[src/rtl/counter_seq_ctrl_if.sv]
// Bundle between the counter sequencer and the board keys/switches/counter.
// master = sequencer side, slave = board and counter side.
interface counter_seq_ctrl_if;
    logic       key_step_n;
    logic       key_clr_n;
    logic       sw_run;
    logic [2:0] sw_mod;
    logic [3:0] q;
    logic       cnt_en;
    logic       cnt_clr;
    logic [2:0] mod_sel;
    logic [1:0] state;
    logic       wrap;
    logic [7:0] wrap_cnt;

    modport master (
        input  key_step_n,
        input  key_clr_n,
        input  sw_run,
        input  sw_mod,
        input  q,
        output cnt_en,
        output cnt_clr,
        output mod_sel,
        output state,
        output wrap,
        output wrap_cnt
    );

    modport slave (
        output key_step_n,
        output key_clr_n,
        output sw_run,
        output sw_mod,
        output q,
        input  cnt_en,
        input  cnt_clr,
        input  mod_sel,
        input  state,
        input  wrap,
        input  wrap_cnt
    );
endinterface

[src/rtl/counter_seq_ctrl.sv]
// Key debounce, run/pause/step FSM, modulus latch and wrap reporting.
// Define CTRL_AUTOSTOP_EN to pause RUN after STOP_WRAPS wraps.
module counter_seq_ctrl_deb #(
    parameter int DEB_CYCLES = 500000
) (
    input  logic cp,
    input  logic clr,
    input  logic key_n,
    output logic press
);
    localparam int CW = ($clog2(DEB_CYCLES) < 1) ? 1 : $clog2(DEB_CYCLES);
    localparam logic [CW-1:0] CMAX = CW'(DEB_CYCLES - 1);

    logic          s1;
    logic          s2;
    logic          level;
    logic [CW-1:0] cnt;

    always_ff @(posedge cp) begin
        if (clr) begin
            s1    <= 1'b1;
            s2    <= 1'b1;
            level <= 1'b1;
            cnt   <= '0;
            press <= 1'b0;
        end else begin
            s1    <= key_n;
            s2    <= s1;
            press <= 1'b0;
            if (s2 == level) begin
                cnt <= '0;
            end else if (cnt == CMAX) begin
                // Level flips only after DEB_CYCLES consecutive differing samples
                cnt   <= '0;
                level <= s2;
                press <= ~s2;
            end else begin
                cnt <= cnt + 1'b1;
            end
        end
    end
endmodule

module counter_seq_ctrl #(
    parameter int DEB_CYCLES = 500000,
    parameter int TICK_DIV   = 50000000,
    parameter int STOP_WRAPS = 4
) (
    input logic               cp,
    input logic               clr,
    counter_seq_ctrl_if.master bus
);
    typedef enum logic [1:0] {
        IDLE  = 2'b00,
        RUN   = 2'b01,
        PAUSE = 2'b10
    } state_t;

    localparam int TW = ($clog2(TICK_DIV) < 1) ? 1 : $clog2(TICK_DIV);
    localparam logic [TW-1:0] TICK_MAX = TW'(TICK_DIV - 1);

    state_t        state;
    logic [TW-1:0] tick;
    logic          cnt_en;
    logic          cnt_clr;
    logic          cnt_en_d;
    logic          wrap;
    logic [7:0]    wrap_cnt;
    logic [2:0]    mod_sel;
    logic          step_press;
    logic          clr_press;
    logic          wrap_now;
    logic          auto_stop;
    logic          stop_lock;

    counter_seq_ctrl_deb #(.DEB_CYCLES(DEB_CYCLES)) u_deb_step (
        .cp    (cp),
        .clr   (clr),
        .key_n (bus.key_step_n),
        .press (step_press)
    );

    counter_seq_ctrl_deb #(.DEB_CYCLES(DEB_CYCLES)) u_deb_clr (
        .cp    (cp),
        .clr   (clr),
        .key_n (bus.key_clr_n),
        .press (clr_press)
    );

    // Q reflects a count pulse one cycle late, so test it against the delayed enable
    assign wrap_now = cnt_en_d && (bus.q == 4'd0);

`ifdef CTRL_AUTOSTOP_EN
    logic [7:0] run_wraps;

    assign auto_stop = wrap_now && ((int'(run_wraps) + 1) >= STOP_WRAPS);

    always_ff @(posedge cp) begin
        if (clr || clr_press) begin
            run_wraps <= '0;
            stop_lock <= 1'b0;
        end else begin
            if (state != RUN) begin
                run_wraps <= '0;
            end else if (wrap_now && run_wraps != 8'hFF) begin
                run_wraps <= run_wraps + 8'd1;
            end
            if (!bus.sw_run) begin
                stop_lock <= 1'b0;
            end else if (state == RUN && auto_stop) begin
                stop_lock <= 1'b1;
            end
        end
    end
`else
    assign auto_stop = 1'b0;
    assign stop_lock = 1'b0;
`endif

    always_ff @(posedge cp) begin
        if (clr) begin
            state    <= IDLE;
            tick     <= '0;
            cnt_en   <= 1'b0;
            cnt_clr  <= 1'b0;
            cnt_en_d <= 1'b0;
            wrap     <= 1'b0;
            wrap_cnt <= '0;
            mod_sel  <= bus.sw_mod;
        end else begin
            cnt_en   <= 1'b0;
            cnt_clr  <= 1'b0;
            cnt_en_d <= cnt_en;
            wrap     <= wrap_now;
            if (wrap_now && wrap_cnt != 8'hFF) begin
                wrap_cnt <= wrap_cnt + 8'd1;
            end
            if (clr_press) begin
                cnt_clr  <= 1'b1;
                cnt_en_d <= 1'b0;
                state    <= IDLE;
                tick     <= '0;
                wrap_cnt <= '0;
                mod_sel  <= bus.sw_mod;
            end else begin
                unique case (state)
                    IDLE: begin
                        mod_sel <= bus.sw_mod;
                        tick    <= '0;
                        state   <= bus.sw_run ? RUN : PAUSE;
                    end
                    RUN: begin
                        if (wrap_now) begin
                            mod_sel <= bus.sw_mod;
                        end
                        if (!bus.sw_run || auto_stop) begin
                            state <= PAUSE;
                            tick  <= '0;
                        end else if (tick == TICK_MAX) begin
                            cnt_en <= 1'b1;
                            tick   <= '0;
                        end else begin
                            tick <= tick + 1'b1;
                        end
                    end
                    PAUSE: begin
                        if (wrap_now) begin
                            mod_sel <= bus.sw_mod;
                        end
                        if (bus.sw_run && !stop_lock) begin
                            state <= RUN;
                            tick  <= '0;
                        end else if (step_press) begin
                            cnt_en <= 1'b1;
                        end
                    end
                    default: begin
                        state <= IDLE;
                    end
                endcase
            end
        end
    end

    assign bus.cnt_en   = cnt_en;
    assign bus.cnt_clr  = cnt_clr;
    assign bus.mod_sel  = mod_sel;
    assign bus.state    = state;
    assign bus.wrap     = wrap;
    assign bus.wrap_cnt = wrap_cnt;
endmodule
[src/flat_wrapper.sv]
// flat-port wrapper written by rule: the top's interface ports become plain ports
module counter_seq_ctrl_flat 
#(
    parameter int DEB_CYCLES = 500000,
    parameter int TICK_DIV   = 50000000,
    parameter int STOP_WRAPS = 4
)
  (cp, clr, bus_key_step_n, bus_key_clr_n, bus_sw_run, bus_sw_mod, bus_q, bus_cnt_en, bus_cnt_clr, bus_mod_sel, bus_state, bus_wrap, bus_wrap_cnt);
  counter_seq_ctrl_if bus_i ();
  input logic cp;
  input logic clr;
  input wire logic [$bits(bus_i.key_step_n)-1:0] bus_key_step_n;
  input wire logic [$bits(bus_i.key_clr_n)-1:0] bus_key_clr_n;
  input wire logic [$bits(bus_i.sw_run)-1:0] bus_sw_run;
  input wire logic [$bits(bus_i.sw_mod)-1:0] bus_sw_mod;
  input wire logic [$bits(bus_i.q)-1:0] bus_q;
  output wire logic [$bits(bus_i.cnt_en)-1:0] bus_cnt_en;
  output wire logic [$bits(bus_i.cnt_clr)-1:0] bus_cnt_clr;
  output wire logic [$bits(bus_i.mod_sel)-1:0] bus_mod_sel;
  output wire logic [$bits(bus_i.state)-1:0] bus_state;
  output wire logic [$bits(bus_i.wrap)-1:0] bus_wrap;
  output wire logic [$bits(bus_i.wrap_cnt)-1:0] bus_wrap_cnt;
  assign bus_i.key_step_n = bus_key_step_n;
  assign bus_i.key_clr_n = bus_key_clr_n;
  assign bus_i.sw_run = bus_sw_run;
  assign bus_i.sw_mod = bus_sw_mod;
  assign bus_i.q = bus_q;
  assign bus_cnt_en = bus_i.cnt_en;
  assign bus_cnt_clr = bus_i.cnt_clr;
  assign bus_mod_sel = bus_i.mod_sel;
  assign bus_state = bus_i.state;
  assign bus_wrap = bus_i.wrap;
  assign bus_wrap_cnt = bus_i.wrap_cnt;
  counter_seq_ctrl #(.DEB_CYCLES(DEB_CYCLES), .TICK_DIV(TICK_DIV), .STOP_WRAPS(STOP_WRAPS)) u_core (.cp(cp), .clr(clr), .bus(bus_i));
endmodule
[config.mk]
export PLATFORM = sky130hd
export DESIGN_NAME = counter_seq_ctrl_flat
export DESIGN_NICKNAME = d
export VERILOG_FILES = /design/src/rtl/counter_seq_ctrl_if.sv /design/src/rtl/counter_seq_ctrl.sv /design/src/flat_wrapper.sv
export SDC_FILE = /design/constraint.sdc
export NUM_CORES = 1
export LEC_CHECK = 0
export ABC_CLOCK_PERIOD_IN_PS = 2600
export CORE_ASPECT_RATIO = 1.1
export CORE_UTILIZATION = 61
export CTS_BUF_LIST = sky130_fd_sc_hd__clkbuf_8
export DETAILED_ROUTE_END_ITERATION = 12
export PLACE_DENSITY = 0.94
export SLEW_MARGIN = 20
export SYNTH_ARGS = -nofsm -noshare
export SYNTH_HDL_FRONTEND = slang
export SYNTH_HIERARCHICAL = 1
export SYNTH_SLANG_ARGS = --single-unit
[constraint.sdc]
create_clock -name cp -period 2.6 [get_ports cp]
set_input_delay 0.52 -clock cp [delete_from_list [all_inputs] [get_ports cp]]
set_output_delay 0.52 -clock cp [all_outputs]
set_load 0.005 [all_outputs]
-- Word-level counts from Yosys, hierarchy flattened
Cells that the tools add are included.
- latch bits: 0
- memories: 0
- bits in registers: 89
- input bits: 12
- bits in writable memories: 0
- memory bits (read-only): 0
- output and inout port bits: 16
- $lt $le $gt $ge: 0
- shift-type cells: 0
- reduce and logical (&&, ||, !) cells: 17
- bitwise operators: 6
- multipliers: 0
- muxes and demuxes: 18
- divide/modulo/power cells: 0
- add/sub/neg operators: 4
- equal/unequal tests: 11
- operators by type and width (operator ; number):
    26-bit two-way mux ; 3
    26-bit one-hot mux with 3 select lines ; 1
    19-bit by 1-bit adder with 19-bit output, second input constant ; 2
    19-bit equality test, second input constant ; 2
    26-bit by 1-bit adder with 26-bit output, second input constant ; 1
    26-bit equality test, second input constant ; 1
    3-bit OR reduction ; 4
    2-bit AND reduction ; 5
    3-bit two-way mux ; 3
    8-bit by 1-bit adder with 8-bit output, second input constant ; 1
    8-bit != test, second input constant ; 1
    2-bit two-way mux ; 3
    1-bit NOT ; 6
    2-bit one-hot mux with 3 select lines ; 1
    3-bit one-hot mux with 2 select lines ; 1
    1-bit two-way mux ; 5
    4-bit logical NOT ; 1
    2-bit != test, second input constant ; 2
    4-bit by 1-bit != test with 1-bit output, second input constant ; 1
    4-bit nonzero test ; 1
    2-bit OR reduction ; 2
    3-bit nonzero test ; 1
    1-bit equality test ; 2
    2-bit by 1-bit equality test with 1-bit output, second input constant ; 1
    other kinds (4) ; 5

-- Logic depth before layout (Yosys ltp)
- word-level depth: 6
- gate-level depth with buffers: 9
- mapped depth without buffers: 7

-- By module
The synthesis kept the hierarchy.
- modules (own cells, without submodules) (module ; instances ; area an instance (µm²) ; sequential area each (µm²) ; cells an instance):
    counter_seq_ctrl ; 1 ; 2070.7 ; 890.9 ; 237
    counter_seq_ctrl_deb at u_core.u_deb_clr ; 1 ; 1017.2 ; 460.4 ; 111
    counter_seq_ctrl_deb at u_core.u_deb_step ; 1 ; 1017.2 ; 460.4 ; 113

-- Worst setup path before layout
OpenSTA, ideal clock, no wires.
- path type: register to register
- start point: reg u_core.state[0], in the netlist u_core/bus.state[0]
- end point: reg u_core.tick[10]
- period minus slack after synthesis: 2.076 ns
- cell stages (with the launch flop): 9
- data arrival time: 1.959 ns
- data required time: 2.483 ns
- setup time: 0.117 ns
- slack: 0.524 ns
- path through: dfxtp_1 > inv_1 > ha_1 > nor2b_1 > buf_6 > nor4_4 > o211ai_1 > a32o_1 > a22o_2
- longest elaborated chain between the ends: 3
- ends and longest elaborated chain (item ; line ; RTL):
    start, declared ; counter_seq_ctrl.sv:62 ; state_t state;
    start signal, assigned ; counter_seq_ctrl.sv:150 ; state <= bus.sw_run ? RUN : PAUSE;
    2-bit equality test, or another cell as far along ; counter_seq_ctrl.sv:146 ; unique case (state)
    2-bit != test (no source line) / 3-bit nonzero test (equally long branches) ; n/a ;
    2-bit AND reduction (no source line) ; n/a ;
    end signal, assigned ; counter_seq_ctrl.sv:163 ; tick <= tick + 1'b1;
    end, declared ; counter_seq_ctrl.sv:63 ; logic [TW-1:0] tick;
Several ways; a longest one is shown, not always the timed one.
A chain may end at the register's enable or synchronous reset.

-- Final worst setup path
- start point: reg u_core.tick[0]
- end point: reg u_core.tick[22]
- longest elaborated chain between the ends: 4
- ends and longest elaborated chain (item ; line ; RTL):
    26-bit by 1-bit adder with 26-bit output / 26-bit equality test (equally long branches) ; counter_seq_ctrl.sv:163, counter_seq_ctrl.sv:159 ;
    26-bit two-way mux (*) ; counter_seq_ctrl.sv:159 ; end else if (tick == TICK_MAX) begin
    26-bit two-way mux (*) ; counter_seq_ctrl.sv:156 ; if (!bus.sw_run || auto_stop) begin
    26-bit one-hot mux with 3 select lines (*) ; counter_seq_ctrl.sv:146 ;
Every way passes the cells marked *; elsewhere a longest branch is shown, timed or not.

==> report_table.html <==
<table>
<tr><th>Metric</th><th>Value</th></tr>
<tr><th colspan="2">Run status</th></tr>
<tr><td>Outcome</td><td>finished, final reports clean</td></tr>
<tr><th colspan="2">Drt</th></tr>
<tr><td>Total via count in the routed design</td><td>3565</td></tr>
<tr><td>DRC errors left</td><td>0</td></tr>
<tr><td>Wire length after detailed routing</td><td>8810 um</td></tr>
<tr><td>Average via count per standard cell</td><td>6.15</td></tr>
<tr><td>Post-detailed-route count of antenna-violating nets</td><td>0</td></tr>
<tr><td>Detailed-route wire length per cell</td><td>15.2 um</td></tr>
<tr><td>Drt first pass iters</td><td>5</td></tr>
<tr><td>Initial drt markers</td><td>240</td></tr>
<tr><th colspan="2">STA</th></tr>
<tr><td>Post-route clock skew</td><td>~0.0095 ns</td></tr>
<tr><td>Post-route clock period utilization</td><td>90.5%</td></tr>
<tr><td>Setup repair after global routing missed its margin</td><td>no</td></tr>
<tr><td>Fin crit period</td><td>2.35 ns</td></tr>
<tr><td>Slew @ Worst Pin</td><td>0.810 ns</td></tr>
<tr><td>Hold Fails Final Rpt</td><td>0</td></tr>
<tr><td>Number of slew-limit violations in the final report</td><td>0</td></tr>
<tr><td>Sum Neg Setup Slack</td><td>0 ns</td></tr>
<tr><td>Worst relative slew slack</td><td>between 40% and 50%</td></tr>
<tr><td>Fmax</td><td>0.425 GHz</td></tr>
<tr><td>Final setup violation count</td><td>0</td></tr>
<tr><th colspan="2">Critical path</th></tr>
<tr><td>Worst setup path category</td><td>reg2reg</td></tr>
<tr><td>Critical path peak fanout</td><td>9</td></tr>
<tr><td>Number of cells on the worst reg-to-reg path</td><td>6</td></tr>
<tr><td>Critical Path AT</td><td>2.65 ns</td></tr>
<tr><td>Req. time, crit path</td><td>2.90 ns</td></tr>
<tr><td>Worst setup SP type</td><td>flip-flop</td></tr>
<tr><td>Kind of end point of the critical path</td><td>flip-flop</td></tr>
<tr><th colspan="2">Pwr</th></tr>
<tr><td>Leakage power summed over all cells</td><td>1.45 nW</td></tr>
<tr><td>Pwr per Cell Area</td><td>636 mW/mm2</td></tr>
<tr><td>Maximum resistive drop on vdd</td><td>0.000451 V</td></tr>
<tr><th colspan="2">Floorplanning</th></tr>
<tr><td>Die Height</td><td>slightly below 90 um</td></tr>
<tr><td>DIE AREA</td><td>0.00706 mm2</td></tr>
<tr><td>I/O pin total</td><td>28</td></tr>
<tr><td>Horizontal die dimension</td><td>between 80 and 90 um</td></tr>
<tr><td>Number of standard-cell rows in the floorplan</td><td>31</td></tr>
<tr><td>Core box area</td><td>0.00656 mm2</td></tr>
<tr><td>Initial Util</td><td>62.6%</td></tr>
<tr><th colspan="2">Global routing</th></tr>
<tr><td>Global-route wire length before repair</td><td>roughly 14000 um</td></tr>
<tr><td>Largest net degree at the start of global routing</td><td>20</td></tr>
<tr><td>Antenna violations before repair</td><td>0</td></tr>
<tr><td>Via count of the first global-routing pass</td><td>3345</td></tr>
<tr><td>Overall routing resource usage</td><td>25.8%</td></tr>
<tr><td>Leftover overflow at the end of global routing</td><td>0</td></tr>
<tr><th colspan="2">Synth</th></tr>
<tr><td>Yosys reg bits</td><td>89</td></tr>
<tr><td>Synthesized area per cell</td><td>around 9 um2</td></tr>
<tr><td>Post-synth net total</td><td>481</td></tr>
<tr><td>Sequential-to-total area share from yosys stat</td><td>44.1%</td></tr>
<tr><td>Post-synthesis instance area</td><td>about 0.0041 mm2</td></tr>
<tr><td>Distinct cell type count after synthesis</td><td>roughly 50</td></tr>
<tr><td>Mapped Cells</td><td>461</td></tr>
<tr><td>Number of warnings printed during yosys synthesis</td><td>6</td></tr>
<tr><th colspan="2">Final layout</th></tr>
<tr><td>Post-synthesis to final-layout area growth</td><td>14.1%</td></tr>
<tr><td>Diodes inserted</td><td>0</td></tr>
<tr><td>Layout cells sized above 1</td><td>around 8.6%</td></tr>
<tr><td>Util after Layout</td><td>71.4%</td></tr>
<tr><td>Layout net count</td><td>around 500</td></tr>
<tr><th colspan="2">Clock tree</th></tr>
<tr><td>Clock latency at the later pin of the worst-skew pair</td><td>0.37 ns</td></tr>
<tr><td>Bufs on Longest Clock Path</td><td>2</td></tr>
<tr><td>Post-CTS Repair Setup Buffers</td><td>0</td></tr>
<tr><td>Clock Tree Root</td><td>sky130_fd_sc_hd__clkbuf_8</td></tr>
<tr><td>Number of levels in the clock H-tree</td><td>3</td></tr>
<tr><td># clock sinks</td><td>89</td></tr>
<tr><td>Clock-pin slew reported for the worst setup and hold paths after clock tree synthesis</td><td>0.10 ns</td></tr>
<tr><td>CTS tree</td><td>yes</td></tr>
<tr><td>Number of clock buffers inserted by TritonCTS</td><td>9</td></tr>
<tr><td>Cts-stage hold buffer count</td><td>0</td></tr>
<tr><th colspan="2">Worst hold path</th></tr>
<tr><td>Cell depth of the worst min-delay path</td><td>1</td></tr>
<tr><td>Hold crit path type</td><td>reg2reg</td></tr>
<tr><th colspan="2">Placed design</th></tr>
<tr><td>Final Wtd Congestion</td><td>0.904</td></tr>
<tr><td>Final HPWL DP</td><td>about 6000 um</td></tr>
<tr><td>Quantity of I/O buffers inserted on ports</td><td>27</td></tr>
<tr><th colspan="2">Run</th></tr>
<tr><td>Max-cap viol count</td><td>0</td></tr>
</table>
## final timing paths
kind / start / slack, ns / endpoint
worst min-delay path: u_core/u_deb_step/s1 / 0.42 / u_core/u_deb_step/s2
worst max-delay path: u_core/tick[0] / 0.25 / u_core/tick[22]
worst max register to register: u_core/tick[0] / 0.25 / u_core/tick[22]
worst min register to register: u_core/u_deb_step/s1 / 0.42 / u_core/u_deb_step/s2
## logic make-up after synthesis
logic type,synth area share (%)
compound gates,6.61
buf+inv,2.65
simple gates,31.6
mux,1.22
xor+xnor,11.3
fa+ha+maj,2.44
flops,44.1
## through the flow
step	hold slack [ns]	worst slack, ns	total power [mW]	instances	area [um2]
2_1_floorplan	0.389	0.524	1.74	461	4110
3_3_place_gp	0.390	0.0951	1.85	564	4440
3_5_place_dp	0.400	0.0292	1.87	564	4440
4_1_cts	0.422	0.132	2.99	580	4670
5_1_grt	0.441	0.100	3.10	580	4680
6_report	0.424	0.246	2.98	580	4680
## worst max-delay path: stages, from the launching register on
cell                      delay, ns
sky130_fd_sc_hd__dfxtp_1       0.46
sky130_fd_sc_hd__ha_1          0.31
sky130_fd_sc_hd__nand3_1       0.24
sky130_fd_sc_hd__nor4_4        0.53
sky130_fd_sc_hd__nand4_1       0.24
sky130_fd_sc_hd__or3_1         0.35
sky130_fd_sc_hd__a21oi_1       0.15
## timing repair
item / CTS / global route
setup endpoints to repair: 0 / 9
hold endpoints to repair: 0 / 0
resized for setup: 0 / 1
## routing by layer
metal	up-vias	track usage (%)	wire length (um)
met2	127	44.0	4440
met4	0	16.6	279
met5	-	0	0
li1	1703	-	-
met1	1703	29.1	3630
met3	32	5.94	457
## final cells by class
| type | count | area [um2] |
|---|---|---|
| sequential | 89 | 1810 |
| inverter | 11 | 41.3 |
| timing repair buffer | 31 | 300 |
| fill | 468 | 1870 |
| clock inverter | 7 | 109 |
| tap | 82 | 103 |
| multi-input combinational | 351 | 2190 |
| clock buffer | 9 | 124 |
## synthesized netlist by cell type (all sizes together)
master | count | area, um2
nor2 | 75 | 284
nor4b | 5 | 43.8
o21ai | 17 | 111
and4bb | 1 | 12.5
nor2b | 3 | 18.8
buf | 7 | 56.3
nand3b | 1 | 7.51
a41oi | 1 | 8.76
a32o | 1 | 10.0
nand4b | 1 | 8.76
and4 | 3 | 26.3
nor3 | 18 | 90.1
xor2 | 22 | 193
a31oi | 2 | 18.8
or2 | 7 | 43.8
nand4bb | 2 | 22.5
a22o | 1 | 10.0
dfxtp | 86 | 1720
ha | 8 | 100
or3 | 6 | 37.5
clkbuf | 3 | 11.3
and2 | 3 | 18.8
nand4 | 20 | 140
nor4 | 14 | 109
inv | 11 | 41.3
a21oi | 18 | 90.1
o211ai | 2 | 15.0
xnor2 | 31 | 272
mux2i | 5 | 50.1
nor4bb | 1 | 10.0
o31ai | 1 | 7.51
and3 | 5 | 31.3
or3b | 1 | 8.76
nand2 | 31 | 116
or4 | 7 | 56.3
edfxtp | 3 | 90.1
nand3 | 36 | 190
nor3b | 1 | 12.5
or4b | 1 | 10.0
## flip-flops by register name, indices dropped and copies added (netlist names)
signal and cells:
u_core/bus.cnt_clr 1, u_core/bus.cnt_en 1, u_core/bus.mod_sel 3, u_core/bus.state 2, u_core/bus.wrap 1, u_core/bus.wrap_cnt 8, u_core/cnt_en_d 1, u_core/tick 26
u_core/u_deb_clr/cnt 19, u_core/u_deb_clr/level 1, u_core/u_deb_clr/press 1, u_core/u_deb_clr/s1 1, u_core/u_deb_clr/s2 1, u_core/u_deb_step/cnt 19, u_core/u_deb_step/level 1, u_core/u_deb_step/press 1
u_core/u_deb_step/s1 1, u_core/u_deb_step/s2 1
## power breakdown
| group | switching (mW) | leakage [nW] | internal (mW) |
|---|---|---|---|
| combinational | 0.241 | 0.605 | 0.170 |
| clock | 0.547 | 0.119 | 0.565 |
| sequential | 0.0395 | 0.725 | 1.42 |
| total | 0.828 | 1.45 | 2.15 |
## placed cells by master (no fill, tap or decap), types with 2 or more instances in the layout
cell                              synthesis  final
sky130_fd_sc_hd__xor2_1                  22     22
sky130_fd_sc_hd__clkdlybuf4s50_1          0     27
sky130_fd_sc_hd__and2_1                   3      3
sky130_fd_sc_hd__nor3_1                  18     18
sky130_fd_sc_hd__inv_1                   11     11
sky130_fd_sc_hd__dfxtp_1                 86     86
sky130_fd_sc_hd__clkbuf_8                 0      9
sky130_fd_sc_hd__o21ai_4                  2      2
sky130_fd_sc_hd__nor4_4                   1      2
sky130_fd_sc_hd__edfxtp_1                 3      3
sky130_fd_sc_hd__or4_1                    6      6
sky130_fd_sc_hd__nand4bb_1                2      2
sky130_fd_sc_hd__xnor2_1                 31     31
sky130_fd_sc_hd__nand3_1                 34     34
sky130_fd_sc_hd__nand4_1                 19     19
sky130_fd_sc_hd__nor2_1                  74     74
sky130_fd_sc_hd__o211ai_1                 2      2
sky130_fd_sc_hd__and3_1                   5      5
sky130_fd_sc_hd__o21ai_0                 13     13
sky130_fd_sc_hd__or3_1                    6      6
sky130_fd_sc_hd__nor4_1                  12     12
sky130_fd_sc_hd__nor4b_1                  5      5
sky130_fd_sc_hd__or2_2                    7      7
sky130_fd_sc_hd__nand3_2                  2      2
sky130_fd_sc_hd__nand2_1                 31     31
sky130_fd_sc_hd__nor2b_1                  3      3
sky130_fd_sc_hd__bufinv_16                0      2
sky130_fd_sc_hd__buf_4                    1      4
sky130_fd_sc_hd__inv_8                    0      2
sky130_fd_sc_hd__ha_1                     8      8
sky130_fd_sc_hd__inv_6                    0      3
sky130_fd_sc_hd__mux2i_1                  5      5
sky130_fd_sc_hd__and4_1                   3      3
sky130_fd_sc_hd__a21oi_1                 18     18
Note: power is estimated with default switching activity, not from simulation.
